`src/rtl/pattern_event_monitor.sv`:
```
// Windowed event-rate monitor for the output of a 1010 Moore sequence detector.
// Build option EDGE_DETECT_EN: count only rising edges of det_in instead of every high cycle.
module pattern_event_monitor #(
    parameter int CNT_W = 16,
    parameter int WIN_W = 8
) (
    input  logic             clk,
    input  logic             reset,
    input  logic             det_in,
    input  logic             en,
    input  logic             clr,
    input  logic [WIN_W-1:0] win_len,
    input  logic [WIN_W-1:0] thresh,
    output logic [CNT_W-1:0] evt_count,
    output logic [WIN_W-1:0] win_count,
    output logic             win_done,
    output logic             alarm,
    output logic [1:0]       o_dbg_state
);

    typedef enum logic [1:0] {
        IDLE  = 2'd0,
        RUN   = 2'd1,
        ALARM = 2'd2
    } state_t;

    localparam logic [WIN_W:0] TIMER_ONE = {{WIN_W{1'b0}}, 1'b1};

    state_t           r_state, w_state_nxt;
    logic [WIN_W:0]   r_timer, w_timer_nxt;
    logic [CNT_W-1:0] r_evt_count, w_evt_nxt, w_evt_inc;
    logic [WIN_W-1:0] r_win_count, w_win_nxt, w_win_inc;
    logic             r_win_done, w_done_nxt;
    logic             r_alarm, w_alarm_nxt;
    logic             w_event;
    logic             w_hit;
    logic [WIN_W:0]   w_reload;

`ifdef EDGE_DETECT_EN
    logic r_det_prev;

    always_ff @(posedge clk or negedge reset) begin
        if (!reset) r_det_prev <= 1'b0;
        else        r_det_prev <= det_in;
    end

    assign w_event = det_in & ~r_det_prev;
`else
    assign w_event = det_in;
`endif

    // A zero window length stands for a full 2^WIN_W-cycle window.
    assign w_reload  = (win_len == '0) ? {1'b1, {WIN_W{1'b0}}} : {1'b0, win_len};
    assign w_evt_inc = (w_event && r_evt_count != {CNT_W{1'b1}}) ? r_evt_count + 1'b1 : r_evt_count;
    assign w_win_inc = (w_event && r_win_count != {WIN_W{1'b1}}) ? r_win_count + 1'b1 : r_win_count;
    assign w_hit     = (thresh != '0) && (w_win_inc >= thresh);

    always_comb begin
        w_state_nxt = r_state;
        w_timer_nxt = r_timer;
        w_evt_nxt   = r_evt_count;
        w_win_nxt   = r_win_count;
        w_done_nxt  = 1'b0;
        w_alarm_nxt = r_alarm;

        if (clr) begin
            w_evt_nxt   = '0;
            w_win_nxt   = '0;
            w_alarm_nxt = 1'b0;
            if (en) begin
                w_state_nxt = RUN;
                w_timer_nxt = w_reload;
            end else begin
                w_state_nxt = IDLE;
                w_timer_nxt = '0;
            end
        end else if (!en) begin
            w_state_nxt = IDLE;
            w_timer_nxt = '0;
            w_win_nxt   = '0;
            w_alarm_nxt = 1'b0;
        end else begin
            case (r_state)
                IDLE: begin
                    w_state_nxt = RUN;
                    w_timer_nxt = w_reload;
                    w_win_nxt   = '0;
                    w_alarm_nxt = 1'b0;
                end
                RUN, ALARM: begin
                    w_evt_nxt   = w_evt_inc;
                    // alarm trails the ALARM state entry by one cycle
                    w_alarm_nxt = (r_state == ALARM);
                    if (r_state == RUN && w_hit) w_state_nxt = ALARM;
                    if (r_timer <= TIMER_ONE) begin
                        w_done_nxt  = 1'b1;
                        w_win_nxt   = '0;
                        w_timer_nxt = w_reload;
                    end else begin
                        w_win_nxt   = w_win_inc;
                        w_timer_nxt = r_timer - 1'b1;
                    end
                end
                default: begin
                    w_state_nxt = IDLE;
                    w_timer_nxt = '0;
                    w_win_nxt   = '0;
                    w_alarm_nxt = 1'b0;
                end
            endcase
        end
    end

    always_ff @(posedge clk or negedge reset) begin
        if (!reset) begin
            r_state     <= IDLE;
            r_timer     <= '0;
            r_evt_count <= '0;
            r_win_count <= '0;
            r_win_done  <= 1'b0;
            r_alarm     <= 1'b0;
        end else begin
            r_state     <= w_state_nxt;
            r_timer     <= w_timer_nxt;
            r_evt_count <= w_evt_nxt;
            r_win_count <= w_win_nxt;
            r_win_done  <= w_done_nxt;
            r_alarm     <= w_alarm_nxt;
        end
    end

    assign evt_count   = r_evt_count;
    assign win_count   = r_win_count;
    assign win_done    = r_win_done;
    assign alarm       = r_alarm;
    assign o_dbg_state = r_state;

endmodule

```
`config.mk`:
```
export PLATFORM = sky130hd
export DESIGN_NAME = pattern_event_monitor
export DESIGN_NICKNAME = d
export VERILOG_FILES = /design/src/rtl/pattern_event_monitor.sv
export SDC_FILE = /design/constraint.sdc
export NUM_CORES = 1
export LEC_CHECK = 0
export CAP_MARGIN = 30
export CELL_PAD_IN_SITES_DETAIL_PLACEMENT = 0
export CELL_PAD_IN_SITES_GLOBAL_PLACEMENT = 1
export CORE_ASPECT_RATIO = 0.75
export CORE_MARGIN = 2
export CORE_UTILIZATION = 42
export DETAILED_ROUTE_END_ITERATION = 8
export PLACE_DENSITY_LB_ADDON = 0.1
export SLEW_MARGIN = 15
export SYNTH_ARGS = -nofsm -noshare
export SYNTH_HDL_FRONTEND = slang
export SYNTH_SLANG_ARGS = --single-unit
```
`constraint.sdc`:
```
create_clock -name clk -period 3.7 [get_ports clk]
set_input_delay 0.555 -clock clk [delete_from_list [all_inputs] [get_ports clk]]
set_output_delay 0.555 -clock clk [all_outputs]
set_load 0.01 [all_outputs]
```
==> results.cfg <==
[run_status]
outcome = complete, no violations

[finish]
syn_to_final_growth_pct = 29.04
fin_util_pct = 57.03
fill_cells = 528
nets = 333
multiInputGateArea_um2 = 1394
antenna_cells = 0
seq_area_um2 = 925.9
drive_gt1_share_pct = 11.78
fin_area_um2 = 3085

[pwr]
power_w = 0.001038
p_int_w = 0.0007434
power.density_nw_per_um2 = 336.3
switchingPower_w = 0.0002943
pwr-share-seq_pct = 43.2
peakVddDrop_uv = 227.9
power_leakage_nw = 1.352
combPwrFrac_pct = 21.5
p_clk_share_pct = 35.4
swShare_pct = 28.36

[grt]
grt_util_met3_pct = 4.022
grt_pass1_wl_mm = 9.246
gr-max-usage-layer = met1
grt-ovfl-total = 0
grt_usage_pct = 18.26
met1_usage_pct = 29.25
grtUsageMet2_pct = 24.86
grt_max_degree = 38
antenna_found_initial = 0
first_global_vias = 1813

[setup_path]
crit_start = det_in
critical_path_required_ps = 3910
ff2ff_path_depth = 10
rr_startpoint = win_count[3]
path_max_fanout = 5
setup.worst_path.start_class = primary input
crit_arrival_ps = 3090
r2r_setup_slack_ps = 840
critPathCaptureType = register
path_class = primary input to register
r2r-end = o_dbg_state[1]

[clocking]
postCtsSetupBuffers = 0
cts-root-buf = clkbuf_8
cts_tree = built
clockBufferDepth = 2
clock-sinks = 37
cts-hold-fix-buffers = 0
clock_latency_ps = 290
cts_resized = 0
cts_buffers = 5
clkSlewWorstSetupHoldPaths_ps = 70
htreeDepth = 2

[die]
initial_utilization_pct = 44.20
die_h_um = 69.35
ios = 49
core_area_um2 = 5410
die_area_um2 = 6319
rows = 23
die_w_um = 91.13

[detailed_routing]
drc = 0
drt-initial-drc-count = 71
antenna_left = 0
drtPass1Iterations = 4
drt_wl_total_mm = 5.545
via_per_inst = 5.177
wl_per_cell_um = 14.91
vias = 1926

[placed_design]
io_buffers = 48
place.gp.congestion = 0.7968
pre_cts_ws_ps = 568.6
postPlaceCellArea_um2 = 2949
detailed_place_hpwl_mm = 4.224

[sta]
tns_ps = 0
worstMarginPinSlew_ps = 494.4
period_share_pct = 77.70
grt_setup_unrepaired = false
post-route-min-period_ps = 2875
finalClockSkew_ps = 8.324
setup_violations = 0
slew_viol_final = 0
final.setup.worst_slack_ps = 825.1
fmax_ghz = 0.3478
slew-limit-headroom_pct = 67.04
finalHoldViolCount = 0

[yosys]
avgSynthCellArea_um2 = 9.880
synth_cell_type_count = 57
ys_seq_area_share_pct = 38.72
synth_edf_count = 0
synth.yosys.warnings = 0
postSynthCellCount = 242
ys_ff_latch = 37
syn_area_um2 = 2391
ys.flop_type = dfrtp_1
synth_fp_nets = 279
async_flop_share_pct = 100.0

[flow_run]
cap_violations = 0

[min_path]
min_path_type = primary input to async pin
-- routing by layer --
metal	up-vias	part of all wire, %
li1	989	-
met1	896	55
met3	4	4.6
met5	-	0
met4	0	0.38
met2	37	40
-- layout by cell type, fill, tap and decap left out, types with 5 or more instances in the layout --
cell and n:
ha_1 16, xor2_1 12, nor4_1 5, clkbuf_8 6, and4_1 6, nor2_1 21
clkdlybuf4s50_1 47, nand4_1 5, a21oi_1 6, inv_1 14, o21ai_2 9, dfrtp_1 37
nand2_1 23, xnor2_1 8, and2b_1 6
-- critical path, cell delays in order --
cell and delay, ps:
clkdlybuf4s50_1 550, nand4_1 140, a41oi_1 260, nand3_1 130
xnor2_1 190, ha_1 270, a22o_1 200, o41a_1 370
o21ai_0 220, mux2i_1 210
-- power groups by stage --
stage | logic [W] | registers (W) | clock network (W)
finish | 0.000223 | 0.000448 | 0.000367
global route | 0.000246 | 0.000452 | 0.000398
detailed placement | 0.000221 | 0.000455 | 0
floorplan | 0.000148 | 0.000453 | 0
global placement | 0.000221 | 0.000456 | 0
CTS | 0.000223 | 0.000448 | 0.000375
-- metrics by stage --
| stage | hold WS, ps | std cells |
|---|---|---|
| 2_1_floorplan | 259.4 | 242 |
| 3_3_place_gp | 542.8 | 363 |
| 3_5_place_dp | 555.1 | 363 |
| 4_1_cts | 391.5 | 371 |
| 5_1_grt | 67.32 | 372 |
| 6_report | 77.99 | 372 |
-- cell type report --
type	instances	share of cell area, %
Multi-Input combinational cell	188	45.17
Inverter	14	1.703
Tap cell	75	3.041
Timing Repair Buffer	50	16.30
Clock buffer	7	2.798
Clock inverter	1	0.9732
Sequential cell	37	30.01
-- worst max path at each step --
| stage | slack, ps | endpoint |
|---|---|---|
| after floorplan | 1080 | o_dbg_state[1] |
| after global placement | 620 | o_dbg_state[1] |
| after detailed placement | 570 | o_dbg_state[1] |
| after CTS | 860 | o_dbg_state[1] |
| after global routing | 660 | o_dbg_state[0] |
| final | 830 | o_dbg_state[1] |
-- kinds of logic (layout without fill, tap and decap cells) --
| logic type | Yosys count | in the layout | synth area share, % |
|---|---|---|---|
| fa+ha+maj | 16 | 16 | 8.372 |
| buf+inv | 17 | 72 | 2.983 |
| compound gates | 43 | 43 | 14.60 |
| flops | 37 | 37 | 38.72 |
| mux | 5 | 5 | 2.198 |
| xor+xnor | 20 | 20 | 7.326 |
| simple gates | 104 | 104 | 25.80 |
-- cell usage after synthesis (2+ instances only) --
master	n	share of area, %
o211ai_1	4	1.3
nand2_1	23	3.6
nand3_2	2	0.84
xnor2_1	8	2.9
and4_1	6	2.2
nand3_1	4	0.84
clkbuf_1	2	0.31
nor3_1	4	0.84
mux2i_1	3	1.3
nand3b_1	4	1.3
and3_2	2	0.63
and2_1	3	0.79
dfrtp_1	37	39
and3_1	4	1.0
o21ai_0	3	0.63
xor2_1	12	4.4
or4_1	3	0.94
a21oi_1	6	1.3
mux2_2	2	0.94
ha_1	16	8.4
and2b_1	6	1.9
nor2_1	21	3.3
o21ai_1	4	0.84
inv_1	14	2.2
o21ai_2	9	3.3
nand4_1	5	1.3
nor4_1	5	1.3
-- registers in the layout, indices dropped and copies added, names as in the netlist --
register     count
alarm            1
r_timer          9
o_dbg_state      2
win_done         1
evt_count       16
win_count        8
Note: power is estimated with default switching activity, not from simulation.
